`config.mk`:
```
export PLATFORM = sky130hd
export DESIGN_NAME = uvme_clk_st_freq_chkr
export DESIGN_NICKNAME = d
export VERILOG_FILES = /design/src/rtl/uvme_clk_st_freq_chkr.sv
export SDC_FILE = /design/constraint.sdc
export NUM_CORES = 1
export LEC_CHECK = 0
export ABC_AREA = 1
export BUFFER_PORTS_ARGS = -buffer_cell sky130_fd_sc_hd__buf_2
export CAP_MARGIN = 20
export CORE_MARGIN = 3
export CORE_UTILIZATION = 35
export DETAILED_ROUTE_END_ITERATION = 6
export GPL_TIMING_DRIVEN = 0
export SLEW_MARGIN = 20
export SYNTH_ARGS = -nofsm -noshare
export SYNTH_HDL_FRONTEND = slang
export SYNTH_SLANG_ARGS = --single-unit
```
`constraint.sdc`:
```
create_clock -name clk -period 3.1 [get_ports clk]
set_clock_uncertainty 0.05 [all_clocks]
set_input_delay 0.465 -clock clk [delete_from_list [all_inputs] [get_ports clk]]
set_output_delay 0.465 -clock clk [all_outputs]
set_load 0.005 [all_outputs]
```
`src/rtl/uvme_clk_st_freq_chkr.sv`:
```
// Monitored-clock period checker: syncs mon_clk, measures periods in clk cycles.
// Optional high-phase measurement when UVME_CLK_ST_FREQ_CHKR_DUTY_EN is defined.
module uvme_clk_st_freq_chkr #(
  parameter int CNT_W       = 16,
  parameter int SYNC_STAGES = 2,
  parameter int TOL         = 1
) (
  input  logic             clk,
  input  logic             reset,
  input  logic             enable,
  input  logic [CNT_W-1:0] exp_period,
  input  logic [CNT_W-1:0] timeout,
  input  logic             mon_clk,
  output logic             period_vld,
  output logic [CNT_W-1:0] period,
  output logic             period_err,
  output logic             stuck_err,
  output logic [31:0]      edge_cnt,
  output logic [CNT_W-1:0] high_time
);

  typedef enum logic [1:0] {
    IDLE,
    ARM,
    MEASURE,
    STUCK
  } state_e;

  localparam logic [CNT_W-1:0] ONE   = CNT_W'(1);
  localparam logic [CNT_W:0]   TOL_X = (CNT_W+1)'(TOL);

  state_e                 state_q;
  logic [SYNC_STAGES-1:0] sync_q;
  logic                   hist_q;
  logic [CNT_W-1:0]       cnt_q;
  logic [CNT_W-1:0]       cnt_d;
  logic [CNT_W-1:0]       period_q;
  logic                   vld_q;
  logic                   err_q;
  logic                   stuck_q;
  logic [31:0]            edge_q;
  logic [31:0]            edge_d;

  logic             synced;
  logic             rise;
  logic             tmo;
  logic             err_d;
  logic [CNT_W:0]   cnt_x;
  logic [CNT_W:0]   exp_x;
  logic [CNT_W:0]   diff;

  assign synced = sync_q[SYNC_STAGES-1];
  assign rise   = synced & ~hist_q;
  assign tmo    = (timeout != '0) && (cnt_q >= timeout);
  assign cnt_d  = (&cnt_q) ? cnt_q : cnt_q + ONE;
  assign edge_d = (&edge_q) ? edge_q : edge_q + 32'd1;

  // Deviation is taken one bit wider so it never wraps.
  assign cnt_x = {1'b0, cnt_q};
  assign exp_x = {1'b0, exp_period};
  assign diff  = (cnt_x >= exp_x) ? cnt_x - exp_x : exp_x - cnt_x;
  assign err_d = diff > TOL_X;

  always_ff @(posedge clk or posedge reset) begin
    if (reset) begin
      state_q  <= IDLE;
      sync_q   <= '0;
      hist_q   <= 1'b0;
      cnt_q    <= '0;
      period_q <= '0;
      vld_q    <= 1'b0;
      err_q    <= 1'b0;
      stuck_q  <= 1'b0;
      edge_q   <= '0;
    end else begin
      sync_q  <= {sync_q[SYNC_STAGES-2:0], mon_clk};
      hist_q  <= synced;
      vld_q   <= 1'b0;
      err_q   <= 1'b0;
      stuck_q <= 1'b0;
      if (!enable) begin
        state_q <= IDLE;
        cnt_q   <= '0;
      end else begin
        unique case (state_q)
          IDLE: begin
            state_q <= ARM;
            cnt_q   <= '0;
            edge_q  <= '0;
          end
          ARM: begin
            if (rise) begin
              state_q <= MEASURE;
              cnt_q   <= ONE;
              edge_q  <= edge_d;
            end else if (tmo) begin
              state_q <= STUCK;
              stuck_q <= 1'b1;
            end else begin
              cnt_q <= cnt_d;
            end
          end
          MEASURE: begin
            if (rise) begin
              period_q <= cnt_q;
              vld_q    <= 1'b1;
              err_q    <= err_d;
              cnt_q    <= ONE;
              edge_q   <= edge_d;
            end else if (tmo) begin
              state_q <= STUCK;
              stuck_q <= 1'b1;
            end else begin
              cnt_q <= cnt_d;
            end
          end
          STUCK: begin
            if (rise) begin
              state_q <= MEASURE;
              cnt_q   <= ONE;
              edge_q  <= edge_d;
            end
          end
          default: state_q <= IDLE;
        endcase
      end
    end
  end

  assign period_vld = vld_q;
  assign period     = period_q;
  assign period_err = err_q;
  assign stuck_err  = stuck_q;
  assign edge_cnt   = edge_q;

`ifdef UVME_CLK_ST_FREQ_CHKR_DUTY_EN
  logic             restart;
  logic             report;
  logic [CNT_W-1:0] hcnt_q;
  logic [CNT_W-1:0] high_q;

  assign restart = enable && (state_q != IDLE) && rise;
  assign report  = enable && (state_q == MEASURE) && rise;

  // The rise cycle itself is the first high cycle, hence restart at one.
  always_ff @(posedge clk or posedge reset) begin
    if (reset) begin
      hcnt_q <= '0;
      high_q <= '0;
    end else begin
      if (report) high_q <= hcnt_q;
      if (restart) begin
        hcnt_q <= ONE;
      end else if (enable && (state_q == MEASURE) && synced && !(&hcnt_q)) begin
        hcnt_q <= hcnt_q + ONE;
      end
    end
  end

  assign high_time = high_q;
`else
  assign high_time = '0;
`endif

endmodule

```
==> results.py <==
metrics = {
    "hold_path": {
        "worstHoldPathType": "input port to asynchronous set/reset pin",
    },
    "pwr": {
        "p_total_uw": 2505,
        "power_leakage_uw": 0.004102,
        "ir_drop_mv": 0.2838,
        "seq_power_share_pct": 39.7,
        "p_comb_share_pct": 16.2,
        "switching_share_pct": 27.08,
        "p_int_uw": 1827,
        "pwr-share-clk_pct": 44.2,
        "switchingPower_uw": 678.4,
        "power_density_nw_per_um2": 331.1,
    },
    "worst_setup_path": {
        "r2r_cells": 15,
        "r2r-start": "cnt_q[0]",
        "rrSetupSlack_ns": 0.28,
        "worstPathRequired_ns": 3.25,
        "crit_fanout": 6,
        "critPathKind": "flop to flop",
        "worstPathArrival_ns": 2.97,
        "critPathLaunchType": "flop",
        "worst_setup_path_end_kind": "flop",
        "worstReg2RegEnd": "period_err",
    },
    "timing": {
        "fmax_mhz": 354.9,
        "rsz0062_at_grt": "no",
        "setup_violations": 0,
        "fin_tns_setup_ns": 0,
        "min_period_ns": 2.817,
        "finalCritPeriodShare_pct": 90.89,
        "slew_viol_final": 0,
        "hold_viol_final": 0,
    },
    "route": {
        "routed-wl-met2_um": 8567,
        "vias": 6480,
        "ant_nets": 0,
        "drt-initial-drc-count": 342,
        "drc_errors": 0,
        "viasPerCell": 4.872,
        "highest_layer": "met4",
        "wirelength_um": 18230,
        "drt-met1-wl_um": 8579,
        "wl_per_cell_um": 13.71,
        "wl_met3_um": 827,
        "drt_pass1_iterations": 5,
    },
    "clock_tree": {
        "hold_buffers": 0,
        "cts_max_level": 3,
        "path_clk_slew_ns": 0.06,
        "cts_tree": "built",
        "cts_root_buf": "clkbuf_16",
        "post_cts_resize_count": 0,
        "postCtsSetupBuffers": 0,
        "clkSinkCount": 72,
        "clock_path_buffers": 2,
        "numCtsBuffers": 9,
        "clkLatencyLatePin_ns": 0.34,
    },
    "placed_design": {
        "globalplace.congestion": 0.8963,
        "place.port_buffers": 86,
        "place_area_um2": 7252,
        "dp.cells": 1314,
        "hpwlAfterDp_um": 14840,
    },
    "floorplanning": {
        "initial_core_util_pct": 35.78,
        "die_h_um": 141.7,
        "core_um2": 18020,
        "io_pins": 103,
        "die_area_um2": 20090,
        "chipWidth_um": 141.7,
        "num_rows": 49,
    },
    "final_layout": {
        "multi_input_area_um2": 3877,
        "final_layout_size_suffix_gt1_share_pct": 14.62,
        "fin_nets": 1188,
        "fin_area_um2": 7566,
        "areaGrowthSynthToFinish_pct": 17.33,
        "layoutNonFillerInstCount": 1330,
        "diodes": 0,
        "seqCellArea_um2": 1802,
        "num-fill-cells": 1939,
    },
    "logic_synthesis": {
        "synth_edf_count": 0,
        "yosysUniqueCellTypes": 43,
        "ys_ff_latch": 72,
        "synth_top_area_cell": "dfrtp_1",
        "yosysSeqAreaShare_pct": 27.94,
        "synth_area_um2": 6449,
        "synthFlopType": "dfrtp_1",
        "synthArstFlopShare_pct": 100.0,
        "syn_inst": 983,
        "yosys_warnings": 0,
        "synth_area_leaders": "dfrtp_1 28%, nand2_1 17%, ha_1 10%",
        "avgSynthCellArea_um2": 6.560,
        "synth_top_area_share_pct": 27.94,
    },
    "global_route": {
        "grt_pass1_wl_um": 30220,
        "grt_max_degree": 55,
        "grt_pass1_vias": 6097,
        "grt_util_all_layers_pct": 18.33,
        "antenna_found_initial": 0,
        "overflow": 0,
    },
    "run_status": {
        "run_status": "finished clean",
    },
    "flow_run": {
        "max_cap_violations": 0,
    },
}
worst max path at each step:
stage / startpoint / endpoint / slack, ns / cells past startpoint
2_1_floorplan: reset / cnt_q[0] / 0.76 / 1
3_3_place_gp: reset / period[0] / -0.23 / 2
3_5_place_dp: exp_period[8] / period_err / 0.23 / 15
4_1_cts: cnt_q[0] / period_err / 0.29 / 15
5_1_grt: cnt_q[2] / period_err / 0.11 / 16
6_report: cnt_q[0] / period_err / 0.28 / 15
critical path: stages (launching register included):
cell      delay [ns]
dfrtp_1         0.54
inv_1           0.18
ha_1            0.26
fa_1            0.44
o21bai_1        0.32
nand2_1         0.12
nand2_1         0.11
nand2_1         0.06
o211ai_1        0.07
nand2_1         0.07
nand2_1         0.06
inv_1           0.04
nor2_1          0.09
nand2_1         0.05
nor2_1          0.16
nor2_1          0.06
metrics by stage:
stage / utilization, % / hold WS (ns) / setup slack [ns]
CTS: 41.98 / 0.01729 / 0.2870
finish: 41.98 / 0.01917 / 0.2825
global placement: 40.07 / 0.2838 / -0.2348
detailed placement: 40.23 / 0.2872 / 0.2302
floorplan: - / 0.2812 / 0.7601
global route: 41.98 / 0.03648 / 0.1092
layout make-up:
type,count,share of cell area [%]
clock inverter,5,1.075
inverter,162,8.070
sequential,72,23.81
timing repair buffer,87,6.053
tap,229,3.787
clock buffer,11,3.076
buffer,31,2.877
multi-input combinational,733,51.25
power by group through the flow:
stage          sequential [µW]  combinational [µW]  clock [µW]
2_1_floorplan             1010                 265           0
3_3_place_gp              1010                 397           0
3_5_place_dp              1010                 406           0
4_1_cts                    993                 408        1130
5_1_grt                    996                 467        1170
6_report                   993                 405        1110
routing by layer:
metal  up-vias  global-route usage (%)
li1       3365                       -
met1      2964                   24.87
met2       129                   30.80
met3        22                   2.595
met4         0                   4.596
met5         -                       0
state kept, by name, indices dropped and copies added (netlist names):
signal,cells
edge_cnt,32
stuck_err,1
period_vld,1
hist_q,1
state_q,2
period_err,1
sync_q,2
cnt_q,16
period,16
kinds of logic after synthesis:
family / Yosys count / synth area share, %
buffers and inverters: 193 / 12.81
AO/OA/AOI/OAI: 135 / 11.60
XOR/XNOR: 8 / 1.087
adder cells (fa/ha/maj): 56 / 11.10
other: 1 / 0.05815
flip-flops: 72 / 27.94
AND/OR/NAND/NOR: 518 / 35.41
layout by cell type (no fill, tap or decap), types with 6 or more instances in the layout:
cell type    n
nand2_1    286
inv_1      157
buf_2       89
nor2_1      81
dfrtp_1     72
nand3_1     71
o21ai_0     64
ha_1        54
a21oi_1     46
nand4_1     26
buf_4       20
nor3_1      17
conb_1      16
clkbuf_16    9
nand2_2      8
clkbuf_1     7
nor3_2       6
nor4_1       6
cell usage after synthesis, types with 4 or more instances:
| master | n |
|---|---|
| clkbuf_1 | 5 |
| dfrtp_1 | 72 |
| nand2_2 | 8 |
| ha_1 | 54 |
| a21oi_1 | 46 |
| nor4_1 | 6 |
| nor2_1 | 81 |
| nand3_1 | 71 |
| inv_2 | 4 |
| xnor2_1 | 5 |
| inv_1 | 158 |
| nand2_1 | 286 |
| o211ai_1 | 5 |
| o21ai_0 | 64 |
| nor3_2 | 6 |
| nor3_1 | 17 |
| buf_4 | 20 |
| nand4_1 | 26 |
Note: power is estimated with default switching activity, not from simulation.
